$ cat src/rtl/counter_pkg.sv
// -----------------------------------------------------------------------------
// counter_pkg
// Shared definitions for the counter examples (down_counter and the up-counter
// bench helpers).
//   DEFAULT_WIDTH : default counter / load-value width in bits
//   ST_IDLE/ST_RUN: state encoding of the down-counter control FSM
//   state_e       : enumerated state type built on that encoding
// -----------------------------------------------------------------------------
package counter_pkg;

  localparam int unsigned DEFAULT_WIDTH = 32'd4;

  localparam logic ST_IDLE = 1'b0;
  localparam logic ST_RUN  = 1'b1;

  typedef enum logic {
    S_IDLE = ST_IDLE,
    S_RUN  = ST_RUN
  } state_e;

endpackage : counter_pkg

$ cat src/rtl/down_counter.sv
// -----------------------------------------------------------------------------
// down_counter
// Loadable down-counter / interval timer. A load captures a start value and
// starts the count (unless the value is zero). While enabled, the counter
// decrements toward zero and signals terminal count with a one-cycle o_done
// pulse. With auto-reload the start value is restored at terminal count so the
// block becomes a periodic tick source.
//
// Ports
//   i_clk          : clock, all logic on rising edge
//   i_reset_n      : synchronous active-low reset
//   i_load         : load strobe, captures i_load_value (beats counting)
//   i_load_value   : start / reload value (WIDTH bits)
//   i_enable       : count enable, low pauses the count
//   i_auto_reload  : 1 = reload at terminal count, 0 = stop at zero
//   o_count        : current counter value (registered)
//   o_busy         : high while running (decode of state)
//   o_zero         : high when o_count == 0 (decode of count)
//   o_done         : one-cycle pulse after terminal count (registered)
// -----------------------------------------------------------------------------
module down_counter
  import counter_pkg::*;
#(
  parameter int unsigned WIDTH = DEFAULT_WIDTH
) (
  input  logic             i_clk,
  input  logic             i_reset_n,
  input  logic             i_load,
  input  logic [WIDTH-1:0] i_load_value,
  input  logic             i_enable,
  input  logic             i_auto_reload,
  output logic [WIDTH-1:0] o_count,
  output logic             o_busy,
  output logic             o_zero,
  output logic             o_done
);

  localparam logic [WIDTH-1:0] L_ZERO = {WIDTH{1'b0}};
  localparam logic [WIDTH-1:0] L_ONE  = {{(WIDTH-1){1'b0}}, 1'b1};

  logic [WIDTH-1:0] r_count;
  logic [WIDTH-1:0] r_reload;
  state_e           r_state;
  logic             r_done;

  logic [WIDTH-1:0] w_count_nxt;
  logic [WIDTH-1:0] w_reload_nxt;
  state_e           w_state_nxt;
  logic             w_done_nxt;

  // Next-state logic: load has priority over counting; o_done defaults low.
  always_comb begin
    w_count_nxt  = r_count;
    w_reload_nxt = r_reload;
    w_state_nxt  = r_state;
    w_done_nxt   = 1'b0;

    if (i_load) begin
      w_count_nxt  = i_load_value;
      w_reload_nxt = i_load_value;
      // A zero load never starts a run, so it can never produce o_done.
      w_state_nxt  = (i_load_value != L_ZERO) ? S_RUN : S_IDLE;
    end else begin
      case (r_state)
        S_IDLE: begin
          w_state_nxt = S_IDLE;
        end
        S_RUN: begin
          if (i_enable) begin
            if (r_count == L_ONE) begin
              // Terminal count; auto-reload is only looked at here.
              w_done_nxt = 1'b1;
              if (i_auto_reload) begin
                w_count_nxt = r_reload;
                w_state_nxt = S_RUN;
              end else begin
                w_count_nxt = L_ZERO;
                w_state_nxt = S_IDLE;
              end
            end else if (r_count == L_ZERO) begin
              // Unreachable by construction; recover to IDLE instead of wrapping.
              w_count_nxt = L_ZERO;
              w_state_nxt = S_IDLE;
            end else begin
              w_count_nxt = r_count - L_ONE;
            end
          end else begin
            w_count_nxt = r_count;
          end
        end
        default: begin
          w_count_nxt = L_ZERO;
          w_state_nxt = S_IDLE;
        end
      endcase
    end
  end

  // State and output registers with synchronous active-low reset.
  always_ff @(posedge i_clk) begin
    if (!i_reset_n) begin
      r_count  <= L_ZERO;
      r_reload <= L_ZERO;
      r_state  <= S_IDLE;
      r_done   <= 1'b0;
    end else begin
      r_count  <= w_count_nxt;
      r_reload <= w_reload_nxt;
      r_state  <= w_state_nxt;
      r_done   <= w_done_nxt;
    end
  end

  assign o_count = r_count;
  assign o_done  = r_done;
  assign o_busy  = (r_state == S_RUN);
  assign o_zero  = (r_count == L_ZERO);

endmodule : down_counter

$ cat config.mk
export PLATFORM = sky130hd
export DESIGN_NAME = down_counter
export DESIGN_NICKNAME = d
export VERILOG_FILES = /design/src/rtl/counter_pkg.sv /design/src/rtl/down_counter.sv
export SDC_FILE = /design/constraint.sdc
export NUM_CORES = 1
export LEC_CHECK = 0
export ABC_CLOCK_PERIOD_IN_PS = 2760
export BUFFER_PORTS_ARGS = -buffer_cell sky130_fd_sc_hd__buf_2
export CORE_AREA = 2 2 39 41
export DETAILED_ROUTE_END_ITERATION = 10
export DIE_AREA = 0 0 41 43
export PLACE_DENSITY = 0.61
export SETUP_SLACK_MARGIN = 0.1
export SLEW_MARGIN = 20
export SYNTH_ARGS = -nofsm -noshare
export SYNTH_HDL_FRONTEND = slang
export SYNTH_SLANG_ARGS = --single-unit
$ cat constraint.sdc
create_clock -name i_clk -period 2.76 [get_ports i_clk]
set_input_delay 0.276 -clock i_clk [delete_from_list [all_inputs] [get_ports i_clk]]
set_output_delay 0.276 -clock i_clk [all_outputs]
set_load 0.02 [all_outputs]
* After elaboration in Yosys (flattened, before gate mapping) *
Cells that the tools add are included.

word-level totals
  input port bits = 9
  ROM bits = 0
  bits in latches = 0
  RAM bits = 0
  memories = 0
  register bits after elaboration = 10
  output and inout bits = 7
  logic and storage cells = 29

operators by class
  div/mod/pow operators = 0
  $lt $le $gt $ge = 0
  shift operators = 0
  bitwise logic cells = 3
  reduce and logical (&&, ||, !) cells = 6
  add/sub/neg operators = 1
  multiply operators = 0
  eq/ne operators = 1
  muxes and demuxes = 14

operator list
  kind                                                                   count
  4-bit two-way mux                                                      6
  1-bit two-way mux                                                      7
  4-bit by 1-bit equality test with 1-bit output, second input constant  1
  4-bit zero test                                                        1
  2-bit nonzero test                                                     2
  4-bit nonzero test                                                     1
  4-bit OR reduction                                                     1
  4-bit by 1-bit subtractor with 4-bit output, second input constant     1
  1-bit inverter                                                         3
  1-bit one-hot mux with 2 select lines                                  1
  2-bit AND reduction                                                    1

* Longest topological paths before layout *
Gate-level depths: netlist of run 1.

  depth after elaboration = 6
  depth in mapped cells = 6
  depth with buffers taken out = 4

* Worst setup path after synthesis of run 1 *
OpenSTA, ideal clock, no wires.

  kind = register to output
  start point = reg r_count[0], in the netlist o_count[0]
  end point = out o_zero
  data required time = 2.484 ns
  cell stages (with the launch flop) = 3
  buffers on the path = 1
  slack = 1.250 ns
  arrival time = 1.234 ns
  cell sequence = dfxtp_1 buf_6 nor4_1

on the way
  word-level cells in the longest chain between the ends = 1

ends and longest elaborated chain
  element                 line                 RTL
  from (decl)             down_counter.sv:41   logic [WIDTH-1:0] r_count;
  from (signal assigned)  down_counter.sv:107  r_count <= w_count_nxt;
  4-bit zero test         down_counter.sv:117  assign o_zero = (r_count == L_ZERO);
  to (decl)               down_counter.sv:34   output logic o_zero,

No other way between the ends.

* Worst setup path in the final report of run 1 *
  start point = reg r_count[3], in the netlist o_count[3]
  end point = out o_zero

Same word-level chain as after synthesis.

==> results of run 1 <==
## final cells by class
class / instances / area share, %
repair buffers: 15 / 11.9
well taps: 16 / 3.18
clock buffers: 4 / 5.77
multi-input cells: 50 / 47.3
flip-flops and latches: 10 / 31.8
## state kept, by name, indices dropped and copies added (netlist names)
| register | cells |
|---|---|
| r_reload | 4 |
| o_done | 1 |
| o_busy | 1 |
| o_count | 4 |
## kinds of logic after synthesis
logic type,count (synthesis)
buf+inv,6
compound gates,17
simple gates,31
mux,2
flops,10
## power by group through the flow
stage | combinational (mW) | clock [mW] | sequential, mW
final | 0.0575 | 0.137 | 0.167
after global routing | 0.0650 | 0.152 | 0.169
after CTS | 0.0584 | 0.144 | 0.167
after detailed placement | 0.0582 | 0 | 0.170
after global placement | 0.0586 | 0 | 0.170
after floorplan | 0.0434 | 0 | 0.168
## metal layers
| layer | part of all wire, % | vias to the layer above | GRT usage (%) |
|---|---|---|---|
| li1 | - | 270 | - |
| met1 | 51 | 231 | 23.0 |
| met2 | 41 | 13 | 20.9 |
| met3 | 5.8 | 3 | 9.42 |
| met4 | 2.0 | 0 | 8.00 |
| met5 | 0 | - | 0 |
## worst paths after layout
| kind | end | slack (ps) |
|---|---|---|
| worst min register to register | r_reload[3]$_SDFFE_PN0P_ | 480 |
| worst max-delay path | o_zero | 1320 |
| worst max register to register | o_count[3]$_SDFFE_PN0P_ | 1450 |
| worst min-delay path | o_busy$_SDFF_PN0_ | 260 |
## placed cells by master (no fill, tap or decap), types with 2 or more instances in the layout
cell / n
buf_2: 15
dfxtp_1: 10
nand2_1: 8
a21oi_1: 6
nor3_1: 4
o21ai_0: 4
nand2b_1: 4
nor4_1: 3
nor2_1: 3
clkbuf_4: 3
mux2i_1: 2
nor2b_1: 2
nand3_1: 2
a21boi_0: 2
## tightest hold or removal path, stage by stage
cell	delay [ps]
buf_2	90
o41ai_1	70
nor2_1	70
## stage by stage
stage | setup WS (ps) | area (um2)
finish | 1320 | 629
global route | 1210 | 629
CTS | 1310 | 629
detailed placement | 1470 | 593
global placement | 1510 | 593
floorplan | 1250 | 539
==> out/qor.txt, run 1 <==
Power share of the clock group = 38.0%
Post-CTS Resized = 0
Most area-hungry cell type in the Yosys netlist = dfxtp_1
Post-CTS Setup Bufs = 0
Filler cell count = 162
Hold Path Class = input port to flop
# hold bufs at CTS = 0
Vias per cell = 5.44
Max Cap Violations = 0
Status = completed
Number of port buffers = 15
Post-synthesis adder-cell area fraction = 0%
Share of layout cells above drive strength 1 = 24.1%
First-pass GRT wire length = 1.94 mm
Slew Limit Fails = 0
Post-Synthesis Cell Area = 539 um2
Most frequent cell after synthesis = dfxtp_1
Register-to-Register Path Depth = 4
Clk root buf = clkbuf_4
Area fraction of the dominant cell type after synthesis = 37.1%
Seq. cell area = 200 um2
Cell Count, Final, Fillers Out = 95
CP delay by family, top = flip-flops
Worst rel slew slack = 77.8%
Critical path required time = 2480 ps
Commonest register cell after synthesis = dfxtp_1
Synthesis-stage register bit count = 10
Initial Util = 39.0%
Hold path startpoint = i_load_value[3]
Yosys cell types = 25
Seq pwr share = 46.1%
CTS tree = built
Number of synthesized flops with an enable pin = 0
Worst-margin pin slew = 324 ps
XOR/XNOR share of the synthesized area = 0%
Crit path largest cell delay = 400 ps
Initial DRC count = 0
Placed cell count = 91
Synth top area cells = dfxtp_1 (37%), a21oi_1 (5.6%), nand2_1 (5.6%)
Worst setup EP type = output port
Avg WL per Cell = 12.3 um
Hold slack final = 263 ps
Pint = 0.258 mW
CTS Sinks = 10
Post-Syn Area per Cell = 8.17 um2
Htree depth = 1
CP Cell Sequence = nor4_1, buf_2
Hold path depth = 3
Pin count of the biggest net entering global routing = 17
Synth top cells by count = dfxtp_1 (10), nand2_1 (8), a21oi_1 (6)
Largest fanout on the critical path = 9
Diodes inserted = 0
TritonRoute pass-1 iters = 1
CTS Buffer Depth = 2
Slowest cell on crit path = dfxtp_1
Kind of critical path = flop to output port
Maximum clock frequency = 0.693 GHz
Final Cycle Share = 52.3%
# setup viols final = 0
Leak Pwr = 0.260 nW
Synth Area in Compound Gates = 19.5%
Drt drc = 0
DPL Wire Length = 810 um
Die Width = 41 um
Final min period = 1440 ps
Core area = 0.00138 mm2
Arrival time at the worst endpoint = 1170 ps
Grt total ovfl = 0
Boundary Pins = 16
GP Congestion = 0.748
Worst-path clk slew = 70 ps
P&R area growth vs syn = 16.7%
Fin nets = 89
Combinational Power Share = 15.9%
Routed WL = 1.17 mm
Vias in the first global route = 445
Chip height = 43 um
Clock Latency Late Sink = 280 ps
WP depth = 2
Sequential area share after synthesis = 37.1%
Synth Warn # = 0
Setup crit start kind = flop
Initial antenna violation count = 0
Hold Vio Cnt, Final = 0
Syn Nets = 75
Clk_skew = 1.94 ps
Setup TNS = 0 ps
Net Switching = 0.104 mW
Cells after Synth = 66
Rows = 14
Synth Area in Simple Gates = 32.0%
Sw frac = 28.7%
CTS buffer count = 3
DIE AREA = 0.00176 mm2
Vias = 517
Worst VDD drop = 332 uV
Total power = 0.362 mW
RSZ-0062 raised after global routing = no
CP startpoint = o_count[3]$_SDFFE_PN0P_
Multiplexer area fraction after synthesis = 3.71%
Worst r2r src = o_count[0]$_SDFFE_PN0P_
Total track usage = 16.9%
Power Density = 575 mW/mm2
Final core utilization = 45.5%
Ys async rst share = 0%
Largest family of logic cells by synthesized area = simple AND/OR/NAND/NOR gates
Multi-input logic area = 298 um2
Worst Path Buf+Inv = 1
Final antenna-violating net count = 0
Note: power is estimated with default switching activity, not from simulation.
==> run 2, diff against run 1 <==
--- a/config.mk
+++ b/config.mk
@@ -5,12 +5,12 @@
 export SDC_FILE = /design/constraint.sdc
 export NUM_CORES = 1
 export LEC_CHECK = 0
-export ABC_CLOCK_PERIOD_IN_PS = 2760
+export ABC_AREA = 1
+export ABC_CLOCK_PERIOD_IN_PS = 1200
 export BUFFER_PORTS_ARGS = -buffer_cell sky130_fd_sc_hd__buf_2
-export CORE_AREA = 2 2 39 41
+export CORE_UTILIZATION = 43
 export DETAILED_ROUTE_END_ITERATION = 10
-export DIE_AREA = 0 0 41 43
-export PLACE_DENSITY = 0.61
+export PLACE_DENSITY = 0.67
 export SETUP_SLACK_MARGIN = 0.1
 export SLEW_MARGIN = 20
 export SYNTH_ARGS = -nofsm -noshare
==> constraint.sdc (replaced) <==
create_clock -name i_clk -period 1.2 [get_ports i_clk]
set_input_delay 0.12 -clock i_clk [delete_from_list [all_inputs] [get_ports i_clk]]
set_output_delay 0.12 -clock i_clk [all_outputs]
set_load 0.02 [all_outputs]
==> run 2 against run 1 <==
Die area decreased by 17%. Area after synthesis is 4.6% higher. Critical path depth rose by 2. Sequential power grew 120%. Global-route usage rose by 4.9 points. Synthesized cell count grew 36%. Combinational power increased to 3.8 times the previous value. First-iteration DRC count increased by 15. Worst setup slack got worse by 1200 ps. Register-to-register slack got worse by 1300 ps. Hold slack worse by 140 ps. Routed wire length up 21%. Critical endpoint unchanged.
==> out/qor.txt, run 2 <==
Total track usage = 21.8% (+4.9 points)
Worst-margin pin slew = 211 ps (-113 ps)
Syn Nets = 99 (+32%)
Leak Pwr = 0.386 nW (+49%)
Synthesis-stage register bit count = 10 (unchanged)
Rows = 12 (-2)
Largest fanout on the critical path = 4 (-5)
Most frequent cells in the layout = nand2_1 (27), buf_2 (14), nor2_1 (9), inv_1 (9), dfxtp_1 (6)
DIE AREA = 0.00146 mm2 (-17%)
Worst Hold End = o_count[1]$_SDFFE_PN0P_
First-pass GRT wire length = 2.12 mm (+9.3%)
Post-Synthesis Cell Area = 564 um2 (+4.6%)
Synth top area cells = dfxtp_1 (35%), nand2_1 (20%), inv_1 (7.3%)
Arrival time at the worst endpoint = 990 ps (-180 ps)
Boundary Pins = 16 (unchanged)
Critical path required time = 1080 ps (-1400 ps)
TritonRoute pass-1 iters = 4 (+3)
Clk_skew = 12.8 ps (+10.9 ps)
Clock Latency Late Sink = 280 ps (about the same)
Register-to-Register Path Depth = 8 (+4)
Setup TNS = 0 ps (unchanged)
Status = completed
Grt total ovfl = 0 (unchanged)
Yosys cell types = 17 (-32%)
Ys async rst share = 0% (unchanged)
Area fraction of the dominant cell type after synthesis = 35.5% (-1.6 points)
Worst VDD drop = 984 uV (+200%)
Kind of critical path = flop to output port
RR Endpoint = o_count[3]$_SDFFE_PN0P_
Hold slack final = 126 ps (-137 ps)
Diodes inserted = 0 (unchanged)
Final min period = 1110 ps
Initial Util = 48.8% (+9.8 points)
# setup viols final = 0 (unchanged)
Number of port buffers = 15 (unchanged)
Number of synthesized flops with an enable pin = 0 (unchanged)
Die Width = 38.2 um (-6.8%)
Commonest register cell after synthesis = dfxtp_1
Pin count of the biggest net entering global routing = 10 (-7)
Synth Warn # = 0 (unchanged)
Power Density = 1200 mW/mm2 (+110%)
Worst-path clk slew = 80 ps (about the same)
Slew Limit Fails = 0 (unchanged)
Most area-hungry cell type in the Yosys netlist = dfxtp_1
Vias = 617 (+19%)
Initial DRC count = 15 (+15)
Total power = 0.892 mW (+150%)
CTS Sinks = 10 (unchanged)
# hold bufs at CTS = 0 (unchanged)
Max Cap Violations = 0 (unchanged)
Final antenna-violating net count = 0 (unchanged)
Initial antenna violation count = 0 (unchanged)
DPL Wire Length = 927 um (+14%)
P&R area growth vs syn = 31.9%
GP Congestion = 0.833 (+11%)
Drt drc = 0 (unchanged)
Chip height = 38.2 um (-11%)
Hold path startpoint = i_reset_n
CTS tree = built
Routed WL = 1.41 mm (+21%)
Setup crit start kind = flop
Final Cycle Share = 92.4%
Vias per cell = 4.90 (-10%)
Worst setup EP type = output port
Post-Syn Area per Cell = 6.27 um2 (-23%)
Avg WL per Cell = 11.2 um (-8.7%)
Hold Path Class = input port to flop
Commonest non-fill, non-tap cell in the layout = nand2_1
RSZ-0062 raised after global routing = yes
R2R Setup Slk = 140 ps (-1310 ps)
Cells after Synth = 90 (+36%)
Core area = 0.00116 mm2 (-16%)
Synth top cells by count = nand2_1 (30), inv_1 (11), dfxtp_1 (10)
Most frequent cell after synthesis = nand2_1
Sequential area share after synthesis = 35.5% (-1.6 points)
Hold Vio Cnt, Final = 0 (unchanged)
Hold path depth = 3 (unchanged)
Htree depth = 1 (unchanged)
CTS buffer count = 3 (unchanged)
CTS Buffer Depth = 2 (unchanged)
Worst rel slew slack = 85.8% (+8.0 points)
Fin nets = 122 (+37%)
Maximum clock frequency = 0.902 GHz
Vias in the first global route = 500 (+12%)
Clk root buf = clkbuf_4
Share of layout cells above drive strength 1 = 40.2% (+16 points)
Worst r2r src = o_count[1]$_SDFFE_PN0P_
run 2: final cells by class:
cell class	instances	area, um2
fill	112	412
multi-input combinational	64	317
sequential	10	208
timing repair buffer	19	108
inverter	15	58.8
clock buffer	4	36.3
tap	14	17.5
run 2: worst max-delay path by stage:
stage               cells after the start                       to  slack [ps]                    start
finish                                  4                   o_zero          90  o_count[0]$_SDFFE_PN0P_
detailed placement                      7  o_count[2]$_SDFFE_PN0P_         170        o_busy$_SDFF_PN0_
floorplan                               7  o_count[2]$_SDFFE_PN0P_         160        o_busy$_SDFF_PN0_
global route                            4                   o_zero          40  o_count[0]$_SDFFE_PN0P_
CTS                                     4                   o_zero         100  o_count[3]$_SDFFE_PN0P_
global placement                        6  o_count[2]$_SDFFE_PN0P_         190        o_busy$_SDFF_PN0_
run 2: cells by family after synthesis:
group / after synthesis / synth area share (%)
AO/OA/AOI/OAI: 13 / 13.7
buffers and inverters: 16 / 12.4
flip-flops: 10 / 35.5
AND/OR/NAND/NOR: 51 / 38.4
run 2: timing repair:
action | CTS | global route
setup buffers | 4 | 0
resized for setup | 6 | 8
endpoints found under the setup margin | 1 | 5
run 2: worst max-delay path, cell delays in order (launching register included):
cell and delay [ps]:
dfxtp_4 360, inv_2 60, nand2_2 60, nor2_1 90
buf_4 140
run 2: metrics by stage:
step	worst slack (ps)	instances	instance area (um2)	utilization [%]
after global routing	41.2	126	744	64.4
after detailed placement	173	118	646	55.8
final	91.1	126	744	64.4
after floorplan	164	90	564	-
after global placement	185	118	646	55.8
after CTS	103	126	721	62.3
run 2: layer usage:
layer | wire length, um | share of wire (%) | vias to the layer above | track usage, %
li1 | - | - | 324 | -
met1 | 628 | 45 | 268 | 29.3
met2 | 671 | 48 | 21 | 30.9
met3 | 94 | 6.7 | 4 | 10.5
met4 | 16 | 1.1 | 0 | 5.36
met5 | 0 | 0 | - | 0
run 2: where the power goes:
part	total, mW	switching [mW]	internal (mW)
Combinational	0.217	0.136	0.0811
Clock	0.310	0.126	0.184
Sequential	0.365	0.0134	0.352
Total	0.892	0.275	0.617
==> run 3, diff against run 2 <==
--- a/config.mk
+++ b/config.mk
@@ -8,11 +8,14 @@
 export ABC_AREA = 1
 export ABC_CLOCK_PERIOD_IN_PS = 1200
 export BUFFER_PORTS_ARGS = -buffer_cell sky130_fd_sc_hd__buf_2
+export CAP_MARGIN = 40
 export CORE_UTILIZATION = 43
 export DETAILED_ROUTE_END_ITERATION = 10
 export PLACE_DENSITY = 0.67
+export RECOVER_POWER = 50
 export SETUP_SLACK_MARGIN = 0.1
 export SLEW_MARGIN = 20
 export SYNTH_ARGS = -nofsm -noshare
 export SYNTH_HDL_FRONTEND = slang
 export SYNTH_SLANG_ARGS = --single-unit
+export TNS_END_PERCENT = 50
==> run 3 against run 2 <==
Critical path depth unchanged. Highest routed layer unchanged. Critical endpoint unchanged. First-iteration DRC count is 6.7% higher. Design area fell by 3.2%. Sequential share of layout area is 0.75 points higher. Largest cell class unchanged. Largest power group unchanged. Non-clock buffer count stayed put. Fmax rose by 1.4%. Global-route usage did not move.
==> out/qor.txt, run 3 (synthesized netlist as in run 2, its figures left out) <==
Status = completed
Final worst slack = 106 ps (+15.0 ps)
Clk root buf = clkbuf_4
Core area = 0.00116 mm2 (unchanged)
Htree depth = 1 (unchanged)
Register-to-Register Path Depth = 8 (unchanged)
Worst VDD drop = 986 uV (+0.17%)
Final min period = 1090 ps (-15.0 ps)
Arrival time at the worst endpoint = 970 ps (-20 ps)
Sw frac = 30.1% (-0.66 points)
Pre-CTS setup slack = 173 ps (unchanged)
Worst-path clk slew = 70 ps (about the same)
Final Cycle Share = 91.2% (-1.2 points)
DPL Wire Length = 927 um (unchanged)
CTS tree = built
Number of port buffers = 15 (unchanged)
Combinational Power Share = 23.2% (-1.1 points)
# hold bufs at CTS = 0 (unchanged)
First-pass GRT wire length = 2.12 mm (unchanged)
Avg WL per Cell = 10.3 um (-8.2%)
Pint = 0.613 mW (-0.71%)
Net Switching = 0.264 mW (-3.8%)
Commonest non-fill, non-tap cell in the layout = nand2_1
# setup viols final = 0 (unchanged)
Kind of critical path = flop to output port
Pin count of the biggest net entering global routing = 10 (unchanged)
Initial Util = 48.8% (unchanged)
Setup TNS = 0 ps (unchanged)
Hold path depth = 3 (unchanged)
Fin nets = 122 (unchanged)
Clock Latency Late Sink = 280 ps (about the same)
Vias = 614 (-0.49%)
Vias per cell = 4.87 (-0.49%)
Initial DRC count = 16 (+1)
Hold Vio Cnt, Final = 0 (unchanged)
Worst-margin pin slew = 252 ps (+41.5 ps)
Worst rel slew slack = 83.3% (-2.5 points)
Setup crit start kind = flop
Rows = 12 (unchanged)
Drt drc = 0 (unchanged)
DIE AREA = 0.00146 mm2 (unchanged)
Cell Count, Final, Fillers Out = 126 (unchanged)
Power share of the clock group = 35.3% (+0.5 points)
RSZ-0062 raised after global routing = yes
GP Congestion = 0.833 (unchanged)
Final core utilization = 62.3% (-2.1 points)
Most frequent cells in the layout = nand2_1 (27), buf_2 (11), nor2_1 (9), inv_1 (9), dfxtp_1 (7)
Placed cell count = 118 (unchanged)
Clk_skew = 11.8 ps (-1.05 ps)
Filler cell count = 116 (+3.6%)
Power Density = 1220 mW/mm2 (+1.6%)
P&R area growth vs syn = 27.7%
CTS Buffer Depth = 2 (unchanged)
TritonRoute pass-1 iters = 7 (+3)
Max Cap Violations = 0 (unchanged)
Boundary Pins = 16 (unchanged)
Slew Limit Fails = 0 (unchanged)
Seq pwr share = 41.5% (+0.5 points)
Grt total ovfl = 0 (unchanged)
Share of layout cells above drive strength 1 = 34.8% (-5.4 points)
Total track usage = 21.8% (unchanged)
Worst setup EP type = output port
CTS buffer count = 3 (unchanged)
Leak Pwr = 0.370 nW (-4.1%)
Maximum clock frequency = 0.914 GHz (+1.4%)
Die Width = 38.2 um (unchanged)
Vias in the first global route = 500 (unchanged)
Initial antenna violation count = 0 (unchanged)
Final antenna-violating net count = 0 (unchanged)
Hold Path Class = input port to flop
Critical path required time = 1080 ps (about the same)
Routed WL = 1.30 mm (-8.2%)
CTS Sinks = 10 (unchanged)
Chip height = 38.2 um (unchanged)
Largest fanout on the critical path = 3 (-1)
Diodes inserted = 0 (unchanged)
run 3: cell types whose count changed in the layout (fill, tap and decap cells not counted):
cell,previous run,this run
nor2_4,2,0
nand3_1,4,5
dfxtp_2,3,2
nor2_2,1,3
buf_2,14,11
clkbuf_1,0,3
a21oi_2,3,2
nand3_2,1,0
dfxtp_1,6,7
a21oi_1,3,4
run 3: worst paths after layout:
check                           startpoint                  endpoint  slack, ps
hold reg to reg   r_reload[3]$_SDFFE_PN0P_  r_reload[3]$_SDFFE_PN0P_        460
hold / removal                   i_reset_n   o_count[1]$_SDFFE_PN0P_        120
setup / recovery   o_count[1]$_SDFFE_PN0P_                    o_zero        110
setup reg to reg   o_count[1]$_SDFFE_PN0P_   o_count[3]$_SDFFE_PN0P_        120
run 3: layout make-up:
class	instances	area [um2]	area share, %
inverter	15	58.8	8.16
sequential	10	206	28.6
tap	14	17.5	2.43
multi-input combinational	64	298	41.3
clock buffer	4	36.3	5.03
timing repair buffer	19	104	14.4
run 3: power groups by stage:
stage | Combinational, mW | Clock, mW | Sequential (mW)
2_1_floorplan | 0.116 | 0 | 0.386
3_3_place_gp | 0.180 | 0 | 0.372
3_5_place_dp | 0.180 | 0 | 0.374
4_1_cts | 0.203 | 0.314 | 0.364
5_1_grt | 0.228 | 0.335 | 0.367
6_report | 0.203 | 0.310 | 0.364
run 3: metal layers:
| layer | global-route usage (%) | part of all wire, % | routed length (um) |
|---|---|---|---|
| met1 | 29.3 | 46 | 599 |
| met2 | 30.9 | 45 | 585 |
| met3 | 10.5 | 7.3 | 95 |
| met4 | 5.36 | 1.1 | 14 |
| met5 | 0 | 0 | 0 |
run 3: what timing repair did:
action,4_1_cts,5_1_grt
endpoints found under the hold margin,0,0
buffers inserted,4,0
endpoints found under the setup margin,1,5
gates resized for setup,6,5
run 3: critical path, cell delays in order, from the launching register on:
cell and delay [ps]:
dfxtp_1 380, inv_2 50, nand2_2 70, nor2_1 40, buf_4 150
run 3: per-stage QoR:
stage	power [mW]	hold slack (ps)	cell area, um2
floorplan	0.502	230	564
global placement	0.553	407	646
detailed placement	0.553	401	646
CTS	0.881	114	721
global route	0.930	128	721
finish	0.877	123	721
